File: src/rtl/display_arbiter_if.sv
// Bundle between the three display requesters and the display arbiter.
// master: requester side, drives req/num*/mode* and observes grant and display outputs.
// slave:  arbiter side, observes requests and drives grant and display outputs.
//   req          per-requester level request (0 = keypad, 1 = result, 2 = status)
//   num0/1/2     value offered by each requester
//   mode0/1/2    display mode offered by each requester
//   grant        one-hot current owner, 0 when idle
//   disp_valid   display content valid
//   disp_number  value towards seven_seg_fsm input_number
//   disp_mode    mode towards seven_seg_fsm mode
//   disp_ovf     disp_number exceeds the 8-digit range
interface display_arbiter_if #(
   parameter int unsigned NUM_W  = 39,
   parameter int unsigned MODE_W = 2
);
   logic [2:0]        req;
   logic [NUM_W-1:0]  num0;
   logic [NUM_W-1:0]  num1;
   logic [NUM_W-1:0]  num2;
   logic [MODE_W-1:0] mode0;
   logic [MODE_W-1:0] mode1;
   logic [MODE_W-1:0] mode2;
   logic [2:0]        grant;
   logic              disp_valid;
   logic [NUM_W-1:0]  disp_number;
   logic [MODE_W-1:0] disp_mode;
   logic              disp_ovf;

   modport master (
      output req, num0, num1, num2, mode0, mode1, mode2,
      input  grant, disp_valid, disp_number, disp_mode, disp_ovf
   );

   modport slave (
      input  req, num0, num1, num2, mode0, mode1, mode2,
      output grant, disp_valid, disp_number, disp_mode, disp_ovf
   );
endinterface

File: src/rtl/display_arbiter.sv
// Fixed-priority arbiter sharing one seven_seg_fsm between three requesters
// (index 2 highest). Keeps the owner on screen for a minimum hold time after it
// releases, tracks live value changes of the owner and flags values wider than
// eight digits.
//   clock    system clock, rising edge
//   reset_n  asynchronous active-low reset
//   bus      slave side of display_arbiter_if (requests in, grant/display out)
module display_arbiter #(
   parameter int unsigned      NUM_W       = 39,
   parameter int unsigned      MODE_W      = 2,
   parameter int unsigned      HOLD_CYCLES = 50_000_000,
   parameter logic [NUM_W-1:0] MAX_VAL     = NUM_W'(99_999_999)
) (
   input logic               clock,
   input logic               reset_n,
   display_arbiter_if.slave  bus
);

   localparam int unsigned CNT_W = (HOLD_CYCLES > 1) ? $clog2(HOLD_CYCLES) : 1;
   localparam logic [CNT_W-1:0] CNT_LAST = CNT_W'(HOLD_CYCLES - 1);

   typedef enum logic [1:0] {StIdle, StLoad, StShow, StArb} state_e;

   state_e            state;
   logic [1:0]        owner;
   logic [CNT_W-1:0]  hold_cnt;
   logic [2:0]        grant;
   logic              disp_valid;
   logic [NUM_W-1:0]  disp_number;
   logic [MODE_W-1:0] disp_mode;
   logic              disp_ovf;

   logic [1:0]        winner;
   logic              any_req;
   logic              owner_req;
   logic [NUM_W-1:0]  sel_num;
   logic [MODE_W-1:0] sel_mode;

   // Highest set request index; 0 when nothing is requested (qualify with any_req).
   always_comb begin
      winner = 2'd0;
      if (bus.req[2]) begin
         winner = 2'd2;
      end else if (bus.req[1]) begin
         winner = 2'd1;
      end
   end

   assign any_req   = |bus.req;
   assign owner_req = bus.req[owner];

   always_comb begin
      sel_num  = bus.num0;
      sel_mode = bus.mode0;
      case (owner)
         2'd1: begin
            sel_num  = bus.num1;
            sel_mode = bus.mode1;
         end
         2'd2: begin
            sel_num  = bus.num2;
            sel_mode = bus.mode2;
         end
         default: begin
            sel_num  = bus.num0;
            sel_mode = bus.mode0;
         end
      endcase
   end

   always_ff @(posedge clock or negedge reset_n) begin
      if (!reset_n) begin
         state       <= StIdle;
         owner       <= 2'd0;
         hold_cnt    <= '0;
         grant       <= 3'b000;
         disp_valid  <= 1'b0;
         disp_number <= '0;
         disp_mode   <= '0;
         disp_ovf    <= 1'b0;
      end else begin
         case (state)
            StIdle: begin
               if (any_req) begin
                  owner <= winner;
                  state <= StLoad;
               end
            end
            StLoad: begin
               // Previous display stays up during this cycle; the new owner appears at its end.
               disp_number <= sel_num;
               disp_mode   <= sel_mode;
               disp_ovf    <= (sel_num > MAX_VAL);
               grant       <= 3'b001 << owner;
               disp_valid  <= 1'b1;
               hold_cnt    <= '0;
               state       <= StShow;
            end
            StShow: begin
               if (any_req && (winner > owner)) begin
                  // Higher priority preempts regardless of the hold counter.
                  owner <= winner;
                  state <= StLoad;
               end else if (owner_req) begin
                  // Live tracking; counter frozen so a resumed owner keeps its progress.
                  disp_number <= sel_num;
                  disp_mode   <= sel_mode;
                  disp_ovf    <= (sel_num > MAX_VAL);
               end else if (hold_cnt == CNT_LAST) begin
                  state <= StArb;
               end else begin
                  hold_cnt <= hold_cnt + 1'b1;
               end
            end
            StArb: begin
               if (any_req) begin
                  owner <= winner;
                  state <= StLoad;
               end else begin
                  grant       <= 3'b000;
                  disp_valid  <= 1'b0;
                  disp_number <= '0;
                  disp_mode   <= '0;
                  disp_ovf    <= 1'b0;
                  state       <= StIdle;
               end
            end
            default: state <= StIdle;
         endcase
      end
   end

   assign bus.grant       = grant;
   assign bus.disp_valid  = disp_valid;
   assign bus.disp_number = disp_number;
   assign bus.disp_mode   = disp_mode;
   assign bus.disp_ovf    = disp_ovf;

endmodule

File: src/flat_wrapper.sv
// flat-port wrapper written by rule: the top's interface ports become plain ports
module display_arbiter_flat 
#(
   parameter int unsigned      NUM_W       = 39,
   parameter int unsigned      MODE_W      = 2,
   parameter int unsigned      HOLD_CYCLES = 50_000_000,
   parameter logic [NUM_W-1:0] MAX_VAL     = NUM_W'(99_999_999)
)
  (clock, reset_n, bus_req, bus_num0, bus_num1, bus_num2, bus_mode0, bus_mode1, bus_mode2, bus_grant, bus_disp_valid, bus_disp_number, bus_disp_mode, bus_disp_ovf);
  display_arbiter_if #(.NUM_W(NUM_W), .MODE_W(MODE_W)) bus_i ();
  input logic clock;
  input logic reset_n;
  input wire logic [$bits(bus_i.req)-1:0] bus_req;
  input wire logic [$bits(bus_i.num0)-1:0] bus_num0;
  input wire logic [$bits(bus_i.num1)-1:0] bus_num1;
  input wire logic [$bits(bus_i.num2)-1:0] bus_num2;
  input wire logic [$bits(bus_i.mode0)-1:0] bus_mode0;
  input wire logic [$bits(bus_i.mode1)-1:0] bus_mode1;
  input wire logic [$bits(bus_i.mode2)-1:0] bus_mode2;
  output wire logic [$bits(bus_i.grant)-1:0] bus_grant;
  output wire logic [$bits(bus_i.disp_valid)-1:0] bus_disp_valid;
  output wire logic [$bits(bus_i.disp_number)-1:0] bus_disp_number;
  output wire logic [$bits(bus_i.disp_mode)-1:0] bus_disp_mode;
  output wire logic [$bits(bus_i.disp_ovf)-1:0] bus_disp_ovf;
  assign bus_i.req = bus_req;
  assign bus_i.num0 = bus_num0;
  assign bus_i.num1 = bus_num1;
  assign bus_i.num2 = bus_num2;
  assign bus_i.mode0 = bus_mode0;
  assign bus_i.mode1 = bus_mode1;
  assign bus_i.mode2 = bus_mode2;
  assign bus_grant = bus_i.grant;
  assign bus_disp_valid = bus_i.disp_valid;
  assign bus_disp_number = bus_i.disp_number;
  assign bus_disp_mode = bus_i.disp_mode;
  assign bus_disp_ovf = bus_i.disp_ovf;
  display_arbiter #(.NUM_W(NUM_W), .MODE_W(MODE_W), .HOLD_CYCLES(HOLD_CYCLES), .MAX_VAL(MAX_VAL)) u_core (.clock(clock), .reset_n(reset_n), .bus(bus_i));
endmodule
File: config.mk
export PLATFORM = sky130hd
export DESIGN_NAME = display_arbiter_flat
export DESIGN_NICKNAME = d
export VERILOG_FILES = /design/src/rtl/display_arbiter_if.sv /design/src/rtl/display_arbiter.sv /design/src/flat_wrapper.sv
export SDC_FILE = /design/constraint.sdc
export NUM_CORES = 1
export LEC_CHECK = 0
export BUFFER_PORTS_ARGS = -buffer_cell sky130_fd_sc_hd__buf_4
export CELL_PAD_IN_SITES_DETAIL_PLACEMENT = 1
export CELL_PAD_IN_SITES_GLOBAL_PLACEMENT = 1
export CORE_MARGIN = 2
export CORE_UTILIZATION = 38
export CTS_CLUSTER_SIZE = 24
export DETAILED_ROUTE_END_ITERATION = 10
export PLACE_DENSITY = 0.93
export REMOVE_ABC_BUFFERS = 1
export SYNTH_ARGS = -nofsm -noshare
export SYNTH_HDL_FRONTEND = slang
export SYNTH_SLANG_ARGS = --single-unit
File: constraint.sdc
create_clock -name clock -period 5.4 [get_ports clock]
set_clock_uncertainty 0.15 [all_clocks]
set_input_delay 0.27 -clock clock [delete_from_list [all_inputs] [get_ports clock]]
set_output_delay 0.27 -clock clock [all_outputs]
set_load 0.02 [all_outputs]
==> impl_metrics.yaml <==
run_status:
  outcome: "completed"
setup_path:
  crit_path_max_fanout: 42
  crit_path_end_kind: "flop"
  crit_type: "flop to flop"
  crit_required_ns: 5.52
  cp_slowest_stage_delay_ns: 0.83
  crit_path_cell_trace: "inv_1 > ha_2 > a22o_1 > mux2i_1 > or3b_2 > o41ai_1 > or3b_1 > o21ai_1"
  worstPathArrival_ns: 3.41
  startpoint_type: "flop"
  slowest_stage: "ha_2"
timing:
  fin_setup_tns_ns: 0
  relSlewSlack_pct: 34.4
  period_needed_ns: 3.29
  finalCritPeriodShare_pct: 61.0
  setup_viol: 0
  fmax_ghz: 0.304
  worst_slew_pin_slew_ns: 0.984
  slew_viol_final: 0
  finalHoldViolations: 0
  rsz0062_at_grt: "false"
  fin_ws_ns: 2.11
  holdWs_ns: 0.0717
die:
  ios: 174
  die_h_um: 112
  core-area_sq_um: 11400
  start_util_pct: 38.8
  fp.dieW_um: 112
  placementRows: 39
  dieArea_sq_um: 12500
global_routing:
  grt_use_total_pct: 25.7
  antenna_found_initial: 0
  overflow: 0
  grt_pass1_wl_um: 25700
  grt_max_degree: 77
  grt_pass1_vias: 4910
synthesis:
  synth-edff-count: 0
  synthTopCellsByArea: "dfrtp_1, o21ai_0, nand2_1"
  yosys_warnings: 0
  syn_area_sq_um: 4430
  syn_area_per_cell_sq_um: 8.72
  yosysSeqAreaShare_pct: 42.9
  synth-simple-area-share_pct: 20.9
  synth_compound_area_share_pct: 20.6
  yosys.area.top_type: "dfrtp_1"
  synth_xor_area_share_pct: 2.97
  muxShareOfSynthArea_pct: 5.00
  synth_ff_type: "dfrtp_1"
  synth_top_area_share_pct: 42.9
  synth_fa_ha_area_share_pct: 3.11
  synth.distinct_cells: 48
  synth_top_family_by_area: "simple AND/OR/NAND/NOR gates"
  ys_ff_latch: 76
  synthCells: 508
  async_reset_ff_share_pct: 100
clocking:
  clkTransAtPathRegs_ns: 0.06
  cts_setup_buffers: 0
  htree_levels: 3
  cts_resized: 0
  cts_root_buffer: "clkbuf_16"
  cts_hold_buf: 1
  max-clock-path-buffers: 2
  cts.sinks: 76
  cts_tree: "done"
  cts_buffers: 9
  worst_skew_pair.late_latency_ns: 0.34
detailed_routing:
  antenna_left: 0
  drtIter0Drc: 168
  drt_first_pass_iters: 5
  vias: 4556
  drc: 0
  post_drt_via_cell_ratio: 5.65
  routed_wl_um: 16100
  wl_per_cell_um: 19.9
layout:
  drive_above_1_share_pct: 31.5
  area_growth_syn_to_layout_pct: 36.9
  final_common_cell: "buf_4"
  n_antenna_cell: 0
  final_cell_area_sq_um: 6060
  layout_common_cells: "buf_4, nand2_1, dfrtp_1"
  fin_nets: 798
power:
  total_power_mw: 3.64
  ir_worst_vdd_v: 0.000383
  power.leakage_nw: 2.85
  p_per_area_nw_per_um2: 600
place:
  post-place-ws_ns: 2.20
  postPlaceCellArea_sq_um: 5780
  routabilityCongestion: 0.821
  portBuffers: 173
  dpl.hpwl_um: 11700
run:
  maxCapViolCount: 0
worst_hold_path:
  hold_class: "input port to flop"
[sequential cells by signal, summed over array words and instances, names as in the netlist]
register and cells:
u_core.hold_cnt 26, u_core.state 2, u_core.bus.disp_ovf 1, u_core.owner 2
u_core.bus.disp_number 39, u_core.bus.disp_mode 2, u_core.bus.disp_valid 1, u_core.bus.grant 3
[power by group]
group / switching [mW] / total (mW) / internal (mW)
logic: 1.39 / 2.17 / 0.779
registers: 0.135 / 0.906 / 0.771
clock network: 0.253 / 0.567 / 0.313
total: 1.77 / 3.64 / 1.86
[path summary, 6_finish.rpt]
check	start	to	slack, ns	cells past startpoint
worst max-delay path	u_core.owner[0]$_DFFE_PN0P_	u_core.bus.disp_ovf$_DFFE_PN0P_	2.11	8
worst min-delay path	bus_req[2]	u_core.owner[1]$_DFFE_PN0P_	0.07	2
worst max register to register	u_core.owner[0]$_DFFE_PN0P_	u_core.bus.disp_ovf$_DFFE_PN0P_	2.11	8
worst min register to register	u_core.bus.disp_number[33]$_DFFE_PN0P_	u_core.bus.disp_number[33]$_DFFE_PN0P_	0.33	2
max in group asynchronous	reset_n	u_core.hold_cnt[14]$_DFFE_PN0P_	3.97	2
min in group asynchronous	reset_n	u_core.hold_cnt[20]$_DFFE_PN0P_	0.46	2
[synthesized netlist by cell type (2+ instances only)]
cell type and instances:
o41ai_1 2, a2bb2oi_1 2, buf_1 6, inv_1 11, nand3b_1 2, nor4b_1 2
buf_2 5, nand2_1 92, buf_6 2, clkbuf_1 24, a22o_1 15, a21oi_1 7
a22oi_1 26, a211o_1 3, xnor2_1 15, nand3_1 13, mux2i_1 21, and3_1 5
nand4_1 11, nor4_1 5, nor2b_1 2, nor3_1 14, ha_1 11, o21ai_0 74
nand2b_1 3, nor4_2 4, or3_1 3, nor2_1 29, o21a_1 2, dfrtp_1 76
a31o_2 4
[per-stage QoR]
stage               cells  utilization, %
finish                807            53.1
global route          807            53.1
CTS                   807            53.1
detailed placement    790            50.6
global placement      790            50.6
floorplan             471               -
[critical path: cells and delay by family, from the launching register on]
family / cells / cell delay [ns]
compound gates: 3 / 0.65
fa+ha+maj: 1 / 0.83
buf+inv: 1 / 0.15
flops: 1 / 0.44
mux: 1 / 0.11
simple gates: 2 / 0.88
[cell type report]
class / instances / area [sq um]
sequential: 76 / 1900
tap: 143 / 179
timing repair buffer: 177 / 1330
inverter: 11 / 41.3
clock inverter: 7 / 50.0
multi-input combinational: 384 / 2330
clock buffer: 9 / 225
fill: 1368 / 5360
[cell families after synthesis]
group,Yosys count
multiplexers,22
adder cells (fa/ha/maj),11
buffers and inverters,48
AO/OA/AOI/OAI,142
AND/OR/NAND/NOR,194
flip-flops,76
XOR/XNOR,15
[per-layer routing]
layer | vias to the layer above | GRT usage (%) | wire, um
li1 | 2113 | - | -
met1 | 2258 | 29.6 | 6040
met2 | 151 | 45.0 | 8310
met3 | 34 | 8.33 | 1310
met4 | 0 | 8.94 | 420
met5 | - | 0 | 0
(Power assumes the default switching activity.)
